==> src/rtl/st7735_pkg.sv <==
// Shared constants for the ST7735 panel bring-up logic: ROM entry layout,
// op-codes and the sequencer state encoding.
package st7735_pkg;

  localparam int ROM_W = 10;

  localparam logic [1:0] OP_CMD   = 2'b00;
  localparam logic [1:0] OP_DATA  = 2'b01;
  localparam logic [1:0] OP_DELAY = 2'b10;
  localparam logic [1:0] OP_END   = 2'b11;

  localparam logic [2:0] ST_IDLE     = 3'd0;
  localparam logic [2:0] ST_RST_LOW  = 3'd1;
  localparam logic [2:0] ST_RST_WAIT = 3'd2;
  localparam logic [2:0] ST_FETCH    = 3'd3;
  localparam logic [2:0] ST_DECODE   = 3'd4;
  localparam logic [2:0] ST_SEND     = 3'd5;
  localparam logic [2:0] ST_DELAY    = 3'd6;
  localparam logic [2:0] ST_FIN      = 3'd7;

  typedef struct packed {
    logic [1:0] op;
    logic [7:0] payload;
  } rom_entry_t;

endpackage

==> src/rtl/st7735_tick_gen.sv <==
// Microsecond / millisecond tick generator; clear restarts both periods so
// the first tick lands one full period after clear is released.
module st7735_tick_gen #(
  parameter int CLOCK_SPEED_MHZ = 12
) (
  input  logic clk,
  input  logic rst_n,
  input  logic clear,
  output logic us_tick,
  output logic ms_tick
);

  localparam int              US_W    = (CLOCK_SPEED_MHZ > 1) ? $clog2(CLOCK_SPEED_MHZ) : 1;
  localparam logic [US_W-1:0] US_LAST = US_W'(CLOCK_SPEED_MHZ - 1);
  localparam logic [9:0]      MS_LAST = 10'd999;

  logic [US_W-1:0] us_cnt_q, us_cnt_d;
  logic [9:0]      ms_cnt_q, ms_cnt_d;

  assign us_tick = (us_cnt_q == US_LAST);
  assign ms_tick = us_tick && (ms_cnt_q == MS_LAST);

  always_comb begin
    // NOTE: every output gets a default first so no path can infer a latch.
    us_cnt_d = us_cnt_q + 1'b1;
    ms_cnt_d = ms_cnt_q;
    if (clear) begin
      us_cnt_d = '0;
      ms_cnt_d = '0;
    end else if (us_tick) begin
      us_cnt_d = '0;
      ms_cnt_d = ms_tick ? '0 : ms_cnt_q + 1'b1;
    end
  end

  // NOTE: state flops use non-blocking assignments so every flop samples pre-edge values.
  always_ff @(posedge clk or negedge rst_n) begin
    if (!rst_n) begin
      us_cnt_q <= '0;
      ms_cnt_q <= '0;
    end else begin
      us_cnt_q <= us_cnt_d;
      ms_cnt_q <= ms_cnt_d;
    end
  end

endmodule

==> src/rtl/st7735_init_sequencer.sv <==
// Walks the panel init ROM: reset pulse, then command/data bytes and ms delays
// over a valid/ready byte interface, until an end marker raises DONE.
module st7735_init_sequencer
  import st7735_pkg::*;
#(
  parameter int CLOCK_SPEED_MHZ = 12,
  parameter int ROM_ADDR_W      = 6,
  parameter int RST_LOW_US      = 10,
  parameter int RST_WAIT_MS     = 120
) (
  input  logic                  SYSTEM_CLK,
  input  logic                  RESET_N,
  input  logic                  START,
  output logic [ROM_ADDR_W-1:0] ROM_ADDR,
  input  logic [ROM_W-1:0]      ROM_DATA,
  output logic [7:0]            TX_BYTE,
  output logic                  TX_DC,
  output logic                  TX_VALID,
  input  logic                  TX_READY,
  output logic                  LCD_RESET,
  output logic                  BUSY,
  output logic                  DONE
);

  localparam logic [15:0]           RST_LOW_LAST  = 16'(RST_LOW_US - 1);
  localparam logic [15:0]           RST_WAIT_LAST = 16'(RST_WAIT_MS - 1);
  localparam logic [ROM_ADDR_W-1:0] ADDR_LAST     = '1;

  logic [2:0]            state_q, state_d;
  logic [ROM_ADDR_W-1:0] rom_addr_q, rom_addr_d;
  logic [7:0]            tx_byte_q, tx_byte_d;
  logic                  tx_dc_q, tx_dc_d;
  logic                  tx_valid_q, tx_valid_d;
  logic                  lcd_reset_q, lcd_reset_d;
  logic                  busy_q, busy_d;
  logic                  done_q, done_d;
  logic [15:0]           cnt_q, cnt_d;

  rom_entry_t entry;
  logic       advance;
  logic       us_tick;
  logic       ms_tick;
  logic       tick_clear;

  assign entry = ROM_DATA;

  // Periods restart on every state change, including the one into the new state.
  assign tick_clear = (state_d != state_q);

  st7735_tick_gen #(
    .CLOCK_SPEED_MHZ(CLOCK_SPEED_MHZ)
  ) u_tick_gen (
    .clk    (SYSTEM_CLK),
    .rst_n  (RESET_N),
    .clear  (tick_clear),
    .us_tick(us_tick),
    .ms_tick(ms_tick)
  );

  always_comb begin
    state_d     = state_q;
    rom_addr_d  = rom_addr_q;
    tx_byte_d   = tx_byte_q;
    tx_dc_d     = tx_dc_q;
    tx_valid_d  = tx_valid_q;
    lcd_reset_d = lcd_reset_q;
    busy_d      = busy_q;
    done_d      = done_q;
    cnt_d       = cnt_q;
    advance     = 1'b0;

    case (state_q)
      ST_IDLE: begin
        if (START) begin
          state_d     = ST_RST_LOW;
          busy_d      = 1'b1;
          done_d      = 1'b0;
          rom_addr_d  = '0;
          lcd_reset_d = 1'b0;
          cnt_d       = '0;
        end
      end
      ST_RST_LOW: begin
        if (us_tick) begin
          if (cnt_q == RST_LOW_LAST) begin
            state_d     = ST_RST_WAIT;
            lcd_reset_d = 1'b1;
            cnt_d       = '0;
          end else begin
            cnt_d = cnt_q + 1'b1;
          end
        end
      end
      ST_RST_WAIT: begin
        if (ms_tick) begin
          if (cnt_q == RST_WAIT_LAST) begin
            state_d = ST_FETCH;
            cnt_d   = '0;
          end else begin
            cnt_d = cnt_q + 1'b1;
          end
        end
      end
      ST_FETCH: state_d = ST_DECODE;
      ST_DECODE: begin
        case (entry.op)
          OP_CMD, OP_DATA: begin
            tx_byte_d  = entry.payload;
            tx_dc_d    = (entry.op == OP_DATA);
            tx_valid_d = 1'b1;
            state_d    = ST_SEND;
          end
          OP_DELAY: begin
            if (entry.payload == 8'd0) begin
              advance = 1'b1;
            end else begin
              cnt_d   = {8'd0, entry.payload};
              state_d = ST_DELAY;
            end
          end
          default: state_d = ST_FIN;
        endcase
      end
      ST_SEND: begin
        if (TX_READY) begin
          tx_valid_d = 1'b0;
          advance    = 1'b1;
        end
      end
      ST_DELAY: begin
        if (ms_tick) begin
          if (cnt_q == 16'd1) begin
            cnt_d   = '0;
            advance = 1'b1;
          end else begin
            cnt_d = cnt_q - 1'b1;
          end
        end
      end
      ST_FIN: begin
        busy_d  = 1'b0;
        done_d  = 1'b1;
        state_d = ST_IDLE;
      end
      default: state_d = ST_IDLE;
    endcase

    // The last ROM slot is terminal even without an end marker; the address never wraps.
    if (advance) begin
      if (rom_addr_q == ADDR_LAST) begin
        state_d = ST_FIN;
      end else begin
        rom_addr_d = rom_addr_q + 1'b1;
        state_d    = ST_FETCH;
      end
    end
  end

  always_ff @(posedge SYSTEM_CLK or negedge RESET_N) begin
    if (!RESET_N) begin
      state_q     <= ST_IDLE;
      rom_addr_q  <= '0;
      tx_byte_q   <= '0;
      tx_dc_q     <= 1'b0;
      tx_valid_q  <= 1'b0;
      lcd_reset_q <= 1'b1;
      busy_q      <= 1'b0;
      done_q      <= 1'b0;
      cnt_q       <= '0;
    end else begin
      state_q     <= state_d;
      rom_addr_q  <= rom_addr_d;
      tx_byte_q   <= tx_byte_d;
      tx_dc_q     <= tx_dc_d;
      tx_valid_q  <= tx_valid_d;
      lcd_reset_q <= lcd_reset_d;
      busy_q      <= busy_d;
      done_q      <= done_d;
      cnt_q       <= cnt_d;
    end
  end

  assign ROM_ADDR  = rom_addr_q;
  assign TX_BYTE   = tx_byte_q;
  assign TX_DC     = tx_dc_q;
  assign TX_VALID  = tx_valid_q;
  assign LCD_RESET = lcd_reset_q;
  assign BUSY      = busy_q;
  assign DONE      = done_q;

endmodule

==> config.mk <==
export PLATFORM = sky130hd
export DESIGN_NAME = st7735_init_sequencer
export DESIGN_NICKNAME = d
export VERILOG_FILES = /design/src/rtl/st7735_pkg.sv /design/src/rtl/st7735_tick_gen.sv /design/src/rtl/st7735_init_sequencer.sv
export SDC_FILE = /design/constraint.sdc
export NUM_CORES = 1
export LEC_CHECK = 0
export CAP_MARGIN = 10
export CORE_MARGIN = 10
export CORE_UTILIZATION = 30
export CTS_CLUSTER_SIZE = 20
export DETAILED_ROUTE_END_ITERATION = 7
export PLACE_DENSITY_LB_ADDON = 0.08
export SYNTH_ARGS = -nofsm -noshare
export SYNTH_HDL_FRONTEND = slang
export SYNTH_SLANG_ARGS = --single-unit
export TNS_END_PERCENT = 5
==> constraint.sdc <==
create_clock -name SYSTEM_CLK -period 3.5 [get_ports SYSTEM_CLK]
set_input_delay 0.7 -clock SYSTEM_CLK [delete_from_list [all_inputs] [get_ports SYSTEM_CLK]]
set_output_delay 0.7 -clock SYSTEM_CLK [all_outputs]
set_load 0.03 [all_outputs]
[Word level (Yosys, flattened, before mapping)]
Index checks and enable logic that the tools add are counted.
Storage, ports and cells
  register bits: 52
  bits of input ports: 14
  output and inout bits: 19
  word-level logic and storage cells: 101
Cells by class
  add/subtract/negate cells: 5
  equal/unequal tests: 25
  mux-type cells: 45
  reductions and logical operators: 15
Operators by type and width (number)
  2-to-1 mux 16 bit: 9
  case mux 16 bit (5 select lines): 1
  2-to-1 mux 10 bit: 3
  2-to-1 mux 3 bit: 8
  2-to-1 mux 6 bit: 4
  case mux 3 bit (6 select lines): 1
  adder 16 x 1 -> 16 bit, second input constant: 1
  equality test 16 x 1 -> 1 bit, second input constant: 1
  equality test 16 x 4 -> 1 bit, second input constant: 1
  equality test 16 x 7 -> 1 bit, second input constant: 1
  subtractor 16 x 1 -> 16 bit, second input constant: 1
  equality test 3 bit, second input constant: 4
  2-to-1 mux 1 bit: 11
  adder 10 x 1 -> 10 bit, second input constant: 1
  equality test 10 bit, second input constant: 1
  != test 2 bit, second input constant: 5
  logical NOT 8 bit: 1
  2-to-1 mux 4 bit: 2
  != test 2 x 1 -> 1 bit, second input constant: 4
  case mux 1 bit (2 select lines): 4
  nonzero test 2 bit: 4
  AND reduction 7 bit: 1
  adder 6 x 1 -> 6 bit, second input constant: 1
  equality test 3 x 2 -> 1 bit, second input constant: 2
  17 further kinds: 18

[Depth between registers and ports, before layout]
Gate-level depths: netlist (run 1).
  depth in word-level cells: 7
  gate-level depth with buffers: 9
  mapped depth without buffers: 8

[Modules after synthesis]
Synthesis (run 1) repeated with hierarchy kept, for this count alone.
Second synthesis, totals
  cells, all modules: 386
  area total of the unflattened synthesis: 3498.4 um^2
By module, submodules not included
  st7735_init_sequencer: times used 1, cells each 308, area each 2742.6 um^2, seq. area each 952.2 um^2
  st7735_tick_gen: times used 1, cells each 78, area each 755.7 um^2, seq. area each 350.3 um^2

[Worst setup path before layout (run 1)]
OpenSTA, ideal clock, no wires.
  path kind: reg2reg
  from: register cnt_q[1]
  to: register rom_addr_q[3] (netlist: ROM_ADDR[3])
  arrival: 2.350 ns
  required time: 3.410 ns
  setup slack: 1.060 ns
  cell stages (with the launch flop): 9
  path buffers: 0
  clock period less this slack: 2.440 ns
  cells stage by stage: dfrtp_1 -> inv_1 -> ha_1 -> or3b_2 -> or3_4 -> nor4_4 -> nor2_2 -> or3_1 -> o221ai_1
On the way
  word-level cells in the longest chain between the ends: 5
Ends and longest elaborated chain
  from (decl): RTL line st7735_init_sequencer.sv:37  | logic [15:0] cnt_q, cnt_d;
  from (signal assigned): RTL line st7735_init_sequencer.sv:179  | cnt_q <= cnt_d;
  equality test 16 x 1 -> 1 bit: RTL line st7735_init_sequencer.sv:132  | if (cnt_q == 16'd1) begin
  2-to-1 mux 1 bit: RTL line st7735_init_sequencer.sv:132
  2-to-1 mux 1 bit: RTL line st7735_init_sequencer.sv:131  | if (ms_tick) begin
  case mux 1 bit (3 select lines): RTL line st7735_init_sequencer.sv:72  | case (state_q)
  2-to-1 mux 6 bit: RTL line st7735_init_sequencer.sv:149  | if (advance) begin
  net rom_addr_d[3]: RTL line st7735_init_sequencer.sv:30  | logic [ROM_ADDR_W-1:0] rom_addr_q, rom_addr_d;
  to (signal assigned): RTL line st7735_init_sequencer.sv:172  | rom_addr_q <= rom_addr_d;
  to (decl): RTL line st7735_init_sequencer.sv:30
The timed path passes the listed nets, and every way through them passes these cells.
A chain may end at the register's enable or synchronous reset.

[Final worst setup path (run 1)]
  from: register cnt_q[8]
  to: register cnt_q[13]
On the way
  word-level cells in the longest chain between the ends: 4
  elaborated cells between the ends (all ways): 12
  classes of those cells: add/sub: 2; eq/ne: 3; mux: 7
Ends and longest elaborated chain
  subtractor 16 x 1 -> 16 bit (tied with other cells): RTL line st7735_init_sequencer.sv:136  | cnt_d = cnt_q - 1'b1;
  2-to-1 mux 16 bit (on tied branches): RTL line st7735_init_sequencer.sv:132, st7735_init_sequencer.sv:85, st7735_init_sequencer.sv:96
  2-to-1 mux 16 bit (on tied branches): RTL line st7735_init_sequencer.sv:131, st7735_init_sequencer.sv:84, st7735_init_sequencer.sv:95
  case mux 16 bit (5 select lines) *: RTL line st7735_init_sequencer.sv:72
Every way passes the cells marked *; elsewhere a longest branch is shown, timed or not. The select of a mux whose other input is x is not followed.

==> qor.txt, run 1 <==
========================================================================================
Run status                                                                     completed
Max Root-Sink Buffers                                                                  2
Category of the worst setup path launch point                                       flop
Master of the slowest instance on the critical path                         sky130_fd_sc_hd__or4_1
Via count of the first global-routing pass                                          2929
Pwr Density                                                                 270.7 nW/um^2
Drt first-iter violations                                                            211
Launch instance of the worst register-to-register path                          cnt_q[8]
Final setup violating endpoints                                                        0
Insertion delay to the later sink of the worst-skew pair                          320 ps
Least-Margin Pin Slew                                                           866.2 ps
Sequential element share of the synthesized area                                  0.3905
Fin crit period                                                                  2806 ps
Number of rows created at floorplan                                                   38
Number of pins exceeding their max-slew limit in the final report                      0
Wire length of the first global-routing pass                                    15830 um
Detailed-route DRC error count                                                         0
Inserted Clock Buffers                                                                 5
RSZ-0062 raised after global routing                                               false
Initial antenna violation count                                                        0
First-pass iteration count of the detailed router                                      4
Clock skew                                                                      16.32 ps
Die Span Y                                                                      125.4 um
Worst path buffer plus inverter count                                                  1
Worst setup path category                                                   flop to flop
Post-synth EDFFs                                                                       0
Static leakage power                                                            1.554 nW
Clock root buffer master                                                    sky130_fd_sc_hd__clkbuf_8
Critical path launch point                                                      cnt_q[8]
Total number of H-tree levels                                                          2
Worst reg-to-reg path cell count                                                       7
Yosys warning total                                                                    0
Post-DP HPWL                                                                     6948 um
Arrival time reported for the critical path endpoint                             3010 ps
Min-delay worst type                                                        primary input to asynchronous set/reset pin
Register bit count reported by yosys                                                  52
Global route overflow                                                                  0
Area of all placed cells without fillers                                      3862 sq um
Placement-stage cell area                                                     3765 sq um
# nets final                                                                         419
Async set-or-reset flop fraction in the synthesized netlist                        1.000
Number of distinct library cells after synthesis                                      65
Antenna-violating nets left                                                            0
Standard cell core area                                                      10840 sq um
Max-slew headroom at the worst pin                                                0.4204
Routed vias                                                                         2955
Largest voltage drop on the vdd net                                            0.1852 mV
Max Cap Violations                                                                     0
Overall global routing resource usage                                             0.1190
Reg clk slew, reported paths                                                      110 ps
Cell area after synthesis                                                     3336 sq um
Setup slack of the most critical reg-to-reg path                                  690 ps
Fill cell total of the finished layout                                              1146
Initial core utilization                                                          0.3077
Die X                                                                           125.4 um
P&R area growth vs syn                                                            15.79%
Clock sink count                                                                      52
Synthesized netlist cell count                                                       375
Worst path required time                                                         3710 ps
CTS tree                                                                            done
Mean Syn Cell Area                                                           8.895 sq um
I/O pin cnt                                                                           33
Routability congestion estimate                                                   0.8095
Maximum number of pins on one net before global-route repair                          32
Final Routed Wirelength                                                          9651 um
Type of element capturing the critical path                                         flop
Cells along the critical path                                               or4_1 > nor4_2 > o22ai_1 > buf_4 > a21o_1 > a32oi_1 > o31ai_1
Top Family by Delay on Critical Path                                        simple AND/OR/NAND/NOR gates
Number of hold-slack violations in the final timing report                             0
Diodes inserted                                                                        0
Die area                                                                     15740 sq um
Vias per inst                                                                      5.472
Post-CTS repair timing setup buffer count                                              0
Fmax achieved                                                                  356.4 MHz
Net count after synthesis                                                            395
End of the worst register-to-register path                                     cnt_q[13]
Portion of the clock cycle consumed by the worst path in the final layout         0.8017
Delay of the slowest cell on the worst path                                       760 ps
Port Buffers                                                                          32
Number of hold buffers added after CTS                                                 0
Routed wire per std cell                                                        17.87 um
Layout cells sized above 1                                                        0.1000
Largest driver fanout on the critical path                                            10
Most instantiated flip-flop cell in the synthesis netlist                   sky130_fd_sc_hd__dfrtp_1
TNS Setup                                                                           0 ps
Number of gates resized after cts                                                      0
========================================================================================
## placed cells by master, fill, tap and decap left out, types with 8 or more instances in the layout
cell type	instances
sky130_fd_sc_hd__a21oi_1	20
sky130_fd_sc_hd__buf_4	8
sky130_fd_sc_hd__clkdlybuf4s50_1	31
sky130_fd_sc_hd__dfrtp_1	51
sky130_fd_sc_hd__inv_1	10
sky130_fd_sc_hd__mux2_2	9
sky130_fd_sc_hd__nand2_1	30
sky130_fd_sc_hd__nand3_1	12
sky130_fd_sc_hd__nand4_1	9
sky130_fd_sc_hd__nor2_1	29
sky130_fd_sc_hd__nor3_1	16
sky130_fd_sc_hd__nor4_1	9
sky130_fd_sc_hd__o21ai_0	26
sky130_fd_sc_hd__o31ai_1	8
sky130_fd_sc_hd__xnor2_1	9
sky130_fd_sc_hd__xor2_1	11
## cell usage after synthesis (all sizes together), types with 3 or more instances
cell    count  area share
dfrtp      51        0.38
nand2      30       0.034
nor2       30       0.035
o21ai      27       0.042
a21oi      20       0.030
clkbuf     17       0.019
nor3       16       0.024
nand3      12       0.018
nor4       12       0.033
xor2       11       0.029
inv        10       0.011
mux2        9       0.030
nand4       9       0.017
xnor2       9       0.024
o31ai       8       0.018
or3         8       0.017
and3        7       0.013
a31oi       6       0.011
buf         6       0.017
ha          6       0.023
nor2b       6       0.011
o22ai       6       0.011
or4         6       0.015
and2        4      0.0075
a21o        3      0.0068
a222oi      3      0.0090
nand2b      3      0.0056
nor3b       3      0.0068
## cell type report
type	count	area (sq um)	area share
Multi-Input combinational cell	290	1874	0.4853
Sequential cell	52	1303	0.3372
Timing Repair Buffer	40	375.4	0.09718
Tap cell	140	175.2	0.04535
Clock buffer	5	68.82	0.01782
Inverter	10	37.54	0.009718
Clock inverter	3	28.78	0.007451
## per-stage QoR
step	cells	util	hold slack, ps	power, mW	worst slack (ps)
2_1_floorplan	375	-	404.4	0.6367	1060
3_3_place_gp	532	0.3473	459.9	0.6726	763.0
3_5_place_dp	532	0.3473	463.3	0.6729	707.0
4_1_cts	540	0.3563	434.2	1.073	770.5
5_1_grt	540	0.3563	460.4	1.098	584.5
6_report	540	0.3563	411.4	1.045	694.1
## power breakdown
part           total [mW]  internal [mW]  switching, mW  leakage (nW)
logic              0.0540         0.0222         0.0318         0.858
registers           0.606          0.602        0.00388         0.645
clock network       0.385          0.152          0.234        0.0511
## worst max-delay path by stage
stage / to / slack (ps) / cells after the start
after global placement: ROM_ADDR[3] / 760 / 8
after CTS: cnt_q[13] / 770 / 7
after detailed placement: ROM_ADDR[5] / 710 / 8
after floorplan: ROM_ADDR[3] / 1060 / 8
final: cnt_q[13] / 690 / 7
after global routing: u_tick_gen.us_cnt_q[3] / 580 / 8
## cell families (layout without fill, tap and decap cells)
family	after synthesis	count (layout)	share of synthesized area
muxes	11	11	0.03639
xor gates and xnor gates	20	20	0.05251
AOI/OAI and AO/OA	95	95	0.1838
DFF	52	52	0.3905
buffers and inverters	33	58	0.04764
and+or+nand+nor	158	158	0.2667
adders and majority gates	6	6	0.02251
## flip-flops by register name, indices dropped and copies added, names as in the netlist
signal,cells
ROM_ADDR,6
u_tick_gen.ms_cnt_q,10
u_tick_gen.us_cnt_q,4
TX_VALID,1
LCD_RESET,1
TX_DC,1
BUSY,1
state_q,3
DONE,1
TX_BYTE,8
cnt_q,16
## layer usage
layer,GRT usage,part of all wire,vias up,wire length (um)
li1,-,-,1437,-
met1,0.1659,0.50,1462,4803
met4,0.02168,0.0063,0,61
met3,0.02493,0.036,5,344
met5,0,0,-,0
met2,0.1854,0.46,51,4441
## worst reg2reg max path: stages (launching register included)
cell	delay, ps
sky130_fd_sc_hd__dfrtp_1	490
sky130_fd_sc_hd__or4_1	760
sky130_fd_sc_hd__nor4_2	430
sky130_fd_sc_hd__o22ai_1	350
sky130_fd_sc_hd__buf_4	280
sky130_fd_sc_hd__a21o_1	160
sky130_fd_sc_hd__a32oi_1	140
sky130_fd_sc_hd__o31ai_1	90
(Power assumes the default switching activity.)
==> run 2, diff against run 1 <==
==> constraint.sdc (replaced) <==
create_clock -name SYSTEM_CLK -period 2.9 [get_ports SYSTEM_CLK]
set_input_delay 0.58 -clock SYSTEM_CLK [delete_from_list [all_inputs] [get_ports SYSTEM_CLK]]
set_output_delay 0.58 -clock SYSTEM_CLK [all_outputs]
set_load 0.03 [all_outputs]
==> qor.txt, run 2 (same netlist as run 1, synthesis figures left out) <==
========================================================================================
Routed vias                                                                         3003
Drt first-iter violations                                                            278
Int Pwr                                                                         1.017 mW
Fmax achieved                                                                  375.9 MHz
Type of element capturing the critical path                                         flop
Wire length of the first global-routing pass                                    16150 um
Routed wire per std cell                                                        17.44 um
Clock skew                                                                      12.33 ps
Least-Margin Pin Slew                                                           902.2 ps
Initial antenna violation count                                                        0
Initial core utilization                                                          0.3077
Max FFs per register                                                                  16
Number of gates resized after cts                                                      0
Max Cap Violations                                                                     0
P&R area growth vs syn                                                            19.99%
Area taken by multi-input logic gates                                         1874 sq um
Category of the worst setup path launch point                                       flop
Post-layout power                                                               1.330 mW
Final Routed Wirelength                                                          9642 um
Detailed-route DRC error count                                                         0
Standard cell core area                                                      10840 sq um
Diodes inserted                                                                        0
TNS Setup                                                                           0 ps
Static leakage power                                                            1.636 nW
Min-delay worst type                                                        primary input to asynchronous set/reset pin
Port Buffers                                                                          32
Clock sink count                                                                      52
Arrival time reported for the critical path endpoint                             2900 ps
Max-slew headroom at the worst pin                                                0.3963
Most frequent standard cell in the layout excluding fill and tap cells      sky130_fd_sc_hd__dfrtp_1
Placement-stage cell area                                                     3887 sq um
Sequential cell area                                                          1303 sq um
Number of hold-slack violations in the final timing report                             0
Seq pwr share                                                                      0.549
Worst path required time                                                         3140 ps
Largest voltage drop on the vdd net                                            0.2021 mV
First-pass iteration count of the detailed router                                      4
Inserted Clock Buffers                                                                 5
Worst Slack Setup Final                                                         239.4 ps
Antenna-violating nets left                                                            0
Post-CTS repair timing setup buffer count                                              0
Switching pwr                                                                  0.3123 mW
Die Span Y                                                                      125.4 um
Maximum number of pins on one net before global-route repair                          28
Fill cell total of the finished layout                                              1154
Global route overflow                                                                  0
Clock root buffer master                                                    sky130_fd_sc_hd__clkbuf_8
Routability congestion estimate                                                   0.8179
Pwr Density                                                                 332.2 nW/um^2
Layout cells sized above 1                                                        0.1283
I/O pin cnt                                                                           33
Die area                                                                     15740 sq um
Combinational power share                                                          0.053
DP Worst Slack                                                                  145.6 ps
Total number of H-tree levels                                                          2
Reg with most FFs                                                                  cnt_q
Post-DP HPWL                                                                     7117 um
Run status                                                                     completed
Reg clk slew, reported paths                                                      110 ps
Vias per inst                                                                      5.430
Final setup violating endpoints                                                        0
Overall global routing resource usage                                             0.1217
Max Root-Sink Buffers                                                                  2
Insertion delay to the later sink of the worst-skew pair                          320 ps
# nets final                                                                         432
Fin crit period                                                                  2661 ps
Portion of the clock cycle consumed by the worst path in the final layout         0.9175
Clock network power share                                                          0.398
Largest driver fanout on the critical path                                             7
Switching fraction of total power                                                 0.2349
RSZ-0062 raised after global routing                                               false
Number of hold buffers added after CTS                                                 0
Die X                                                                           125.4 um
CTS tree                                                                            done
Number of pins exceeding their max-slew limit in the final report                      0
Commonest non-fill, non-tap cells in the layout                             51 x sky130_fd_sc_hd__dfrtp_1, 31 x sky130_fd_sc_hd__clkdlybuf4s50_1, 30 x sky130_fd_sc_hd__nand2_1
Number of rows created at floorplan                                                   38
Tightest hold margin                                                            267.6 ps
Area of all placed cells without fillers                                      4003 sq um
Via count of the first global-routing pass                                          2954
Worst setup path category                                                   flop to flop
========================================================================================
run 2: critical path, cell delays in order, from the launching register on:
cell and delay [ps]:
sky130_fd_sc_hd__dfrtp_1 460, sky130_fd_sc_hd__inv_1 120, sky130_fd_sc_hd__ha_1 150, sky130_fd_sc_hd__or3b_2 540, sky130_fd_sc_hd__or3_4 450, sky130_fd_sc_hd__nor4_4 310, sky130_fd_sc_hd__nor2_2 130, sky130_fd_sc_hd__or3_1 360
sky130_fd_sc_hd__o221ai_1 80
run 2: layout make-up:
class | instances | share of cell area
Clock inverter | 3 | 0.01157
Multi-Input combinational cell | 290 | 0.4683
Clock buffer | 5 | 0.01719
Tap cell | 140 | 0.04376
Inverter | 10 | 0.009378
Timing Repair Buffer | 53 | 0.1244
Sequential cell | 52 | 0.3254
run 2: through the flow:
step	instances	util
after floorplan	375	-
after global placement	545	0.3586
after detailed placement	545	0.3586
after CTS	553	0.3692
after global routing	553	0.3692
final	553	0.3692
run 2: routing by layer:
metal  vias up  global-route usage  share of wire
met1      1478              0.1707           0.51
met2        48              0.1842           0.45
met5         -                   0              0
met4         0             0.02981         0.0073
met3         7             0.02662          0.035
li1       1470                   -              -
run 2: power groups by stage:
stage                     sequential [mW]  clock (mW)  combinational (mW)
after floorplan                     0.743           0              0.0253
after global placement              0.744           0              0.0721
after detailed placement            0.744           0              0.0724
after CTS                           0.730       0.556              0.0726
after global routing                0.731       0.582              0.0776
final                               0.730       0.529              0.0702
run 2: worst paths after layout:
path / startpoint / slack [ps] / endpoint / cells after the start
max in group asynchronous: RESET_N / 1970 / LCD_RESET / 2
min in group SYSTEM_CLK: u_tick_gen.us_cnt_q[0] / 480 / u_tick_gen.us_cnt_q[0] / 1
max: cnt_q[1] / 240 / ROM_ADDR[5] / 8
min reg2reg: u_tick_gen.us_cnt_q[0] / 480 / u_tick_gen.us_cnt_q[0] / 1
max reg2reg: cnt_q[1] / 240 / ROM_ADDR[5] / 8
min: RESET_N / 270 / ROM_ADDR[2] / 1
==> run 3, diff against run 2 <==
--- a/config.mk
+++ b/config.mk
@@ -13,5 +13,6 @@
 export PLACE_DENSITY_LB_ADDON = 0.08
 export SYNTH_ARGS = -nofsm -noshare
 export SYNTH_HDL_FRONTEND = slang
+export SYNTH_HIERARCHICAL = 1
 export SYNTH_SLANG_ARGS = --single-unit
 export TNS_END_PERCENT = 5
==> qor.txt, run 3 <==
========================================================================================
Run status                                                                     completed
Category of the worst setup path launch point                               primary input
Portion of the clock cycle consumed by the worst path in the final layout         0.9198
Number of hold-slack violations in the final timing report                             0
Delay of the slowest cell on the worst path                                       540 ps
Max Root-Sink Buffers                                                                  2
Least-Margin Pin Slew                                                           575.7 ps
Number of pins exceeding their max-slew limit in the final report                      0
Largest driver fanout on the critical path                                             5
Drt first-iter violations                                                            202
Die X                                                                           128.0 um
Tightest hold margin                                                            243.0 ps
Final Routed Wirelength                                                          9942 um
Post-synth top area share                                                         0.3648
P&R area growth vs syn                                                            23.75%
Port Buffers                                                                          32
Initial antenna violation count                                                        0
Maximum number of pins on one net before global-route repair                          32
Number of rows created at floorplan                                                   39
Final Core Density                                                                0.3791
# nets final                                                                         462
First-pass iteration count of the detailed router                                      4
Reg with most FFs                                                                  cnt_q
Global route overflow                                                                  0
Number of hold buffers added after CTS                                                 0
Count leader, synth                                                         sky130_fd_sc_hd__dfrtp_1
Critical path launch point                                                   ROM_DATA[9]
Routability congestion estimate                                                   0.8280
Post-synth EDFFs                                                                       0
Async set-or-reset flop fraction in the synthesized netlist                        1.000
Max FFs per register                                                                  16
Antenna-violating nets left                                                            0
Mean Syn Cell Area                                                           9.063 sq um
Synthesized netlist cell count                                                       386
Diodes inserted                                                                        0
Cell area after synthesis                                                     3498 sq um
Fin crit period                                                                  2667 ps
Fmax achieved                                                                  374.9 MHz
Arrival time reported for the critical path endpoint                             2890 ps
Most frequent standard cell in the layout excluding fill and tap cells      sky130_fd_sc_hd__dfrtp_1
Register bit count reported by yosys                                                  52
Layout cells sized above 1                                                        0.2032
Number of distinct library cells after synthesis                                      80
Inserted Clock Buffers                                                                 5
Clock skew                                                                      10.34 ps
Commonest non-fill, non-tap cells in the layout                             51 x sky130_fd_sc_hd__dfrtp_1, 43 x sky130_fd_sc_hd__buf_4, 42 x sky130_fd_sc_hd__nand2_1
Post-DP HPWL                                                                     7451 um
Reg clk slew, reported paths                                                       80 ps
Overall global routing resource usage                                             0.1216
Routed wire per std cell                                                        16.97 um
Net count after synthesis                                                            406
Routed vias                                                                         3118
Insertion delay to the later sink of the worst-skew pair                          300 ps
Initial core utilization                                                          0.3064
Cell types with the highest counts after synthesis                          51 x sky130_fd_sc_hd__dfrtp_1, 42 x sky130_fd_sc_hd__nand2_1, 23 x sky130_fd_sc_hd__nor2_1, 23 x sky130_fd_sc_hd__o21ai_0, 19 x sky130_fd_sc_hd__a21oi_1
Die area                                                                     16380 sq um
Final setup violating endpoints                                                        0
Clock sink count                                                                      52
Post-layout power                                                               4.498 mW
Worst path required time                                                         3120 ps
Max-slew headroom at the worst pin                                                0.6162
Largest area contributor in the synthesized netlist                         sky130_fd_sc_hd__dfrtp_1
Standard cell core area                                                      11420 sq um
Launch instance of the worst register-to-register path                      u_tick_gen/us_cnt_q[0]
Max Cap Violations                                                                     0
Yosys warning total                                                                    6
Clock root buffer master                                                    sky130_fd_sc_hd__clkbuf_16
Type of element capturing the critical path                                         flop
Cells along the critical path                                               clkdlybuf4s50_1 > nor2b_1 > a2bb2oi_2 > o211ai_1 > nor3_2 > mux2i_1 > nand2_1 > or4_1 > o21ai_1
Via count of the first global-routing pass                                          3131
Pwr Density                                                                 1039 nW/um^2
Die Span Y                                                                      128.0 um
Min-delay worst type                                                        primary input to asynchronous set/reset pin
Largest voltage drop on the vdd net                                            0.4451 mV
Master of the slowest instance on the critical path                         sky130_fd_sc_hd__or4_1
Wire length of the first global-routing pass                                    16410 um
Detailed-route DRC error count                                                         0
Vias per inst                                                                      5.321
Static leakage power                                                            1.762 nW
RSZ-0062 raised after global routing                                               false
Area contributors post-synth                                                sky130_fd_sc_hd__dfrtp_1 36%, sky130_fd_sc_hd__nand2_1 4.5%, sky130_fd_sc_hd__o21ai_0 3.3%
Sequential element share of the synthesized area                                  0.3723
I/O pin cnt                                                                           33
Worst setup path category                                                   primary input to flop
CTS tree                                                                            done
Most instantiated flip-flop cell in the synthesis netlist                   sky130_fd_sc_hd__dfrtp_1
Total number of H-tree levels                                                          2
========================================================================================
run 3: layer usage:
layer	up-vias	track usage	wire length, um
li1	1544	-	-
met1	1506	0.1552	4658
met2	60	0.2078	4855
met3	8	0.02192	334
met4	0	0.02781	93
met5	-	0	0
run 3: path summary, 6_finish.rpt:
| path | cells past startpoint | end | slack, ps |
|---|---|---|---|
| max in group asynchronous | 2 | TX_BYTE[5] | 1820 |
| hold / removal | 1 | u_tick_gen/ms_cnt_q[2] | 240 |
| setup reg to reg | 11 | cnt_q[3] | 240 |
| min in group SYSTEM_CLK | 1 | u_tick_gen/us_cnt_q[0] | 470 |
| hold reg to reg | 1 | u_tick_gen/us_cnt_q[0] | 470 |
| setup / recovery | 9 | u_tick_gen/ms_cnt_q[9] | 230 |
run 3: what timing repair did:
item,in CTS,in global routing
endpoints found under the setup margin,0,4
buffers inserted,0,0
resized for setup,0,5
run 3: area by class of cell:
class | instances | area, sq um
Fill cell | 1195 | 7089
Multi-Input combinational cell | 301 | 2028
Sequential cell | 52 | 1303
Timing Repair Buffer | 75 | 638.1
Tap cell | 143 | 178.9
Clock buffer | 5 | 125.1
Inverter | 7 | 28.78
Clock inverter | 3 | 27.53
run 3: stage by stage:
step	worst slack, ps	area [sq um]	setup TNS (ps)	instances
after floorplan	296.6	3498	0	386
after global placement	-56.99	4150	-68.48	578
after detailed placement	-160.7	4150	-476.3	578
after CTS	135.9	4303	0	586
after global routing	24.77	4329	0	586
final	232.5	4329	0	586
run 3: worst max-delay path, delay by kind of cell:
family | cells | cell delay [ps]
compound gates | 3 | 410
buf+inv | 1 | 470
mux | 1 | 210
simple gates | 4 | 1220
run 3: kinds of logic (layout without fill, tap and decap cells):
group           Yosys count  after routing  share of synthesized area
flops                    52             52                     0.3723
xor+xnor                 17             17                    0.04256
buf+inv                  33             90                    0.05543
mux                      11             11                    0.03505
fa+ha+maj                 6              6                    0.02146
simple gates            167            167                     0.2779
compound gates          100            100                     0.1953
run 3: power breakdown:
group / switching, mW / internal [mW] / total [mW]
registers: 0.243 / 0.935 / 1.18
logic: 1.52 / 1.17 / 2.69
clock network: 0.302 / 0.329 / 0.630
total: 2.07 / 2.43 / 4.50
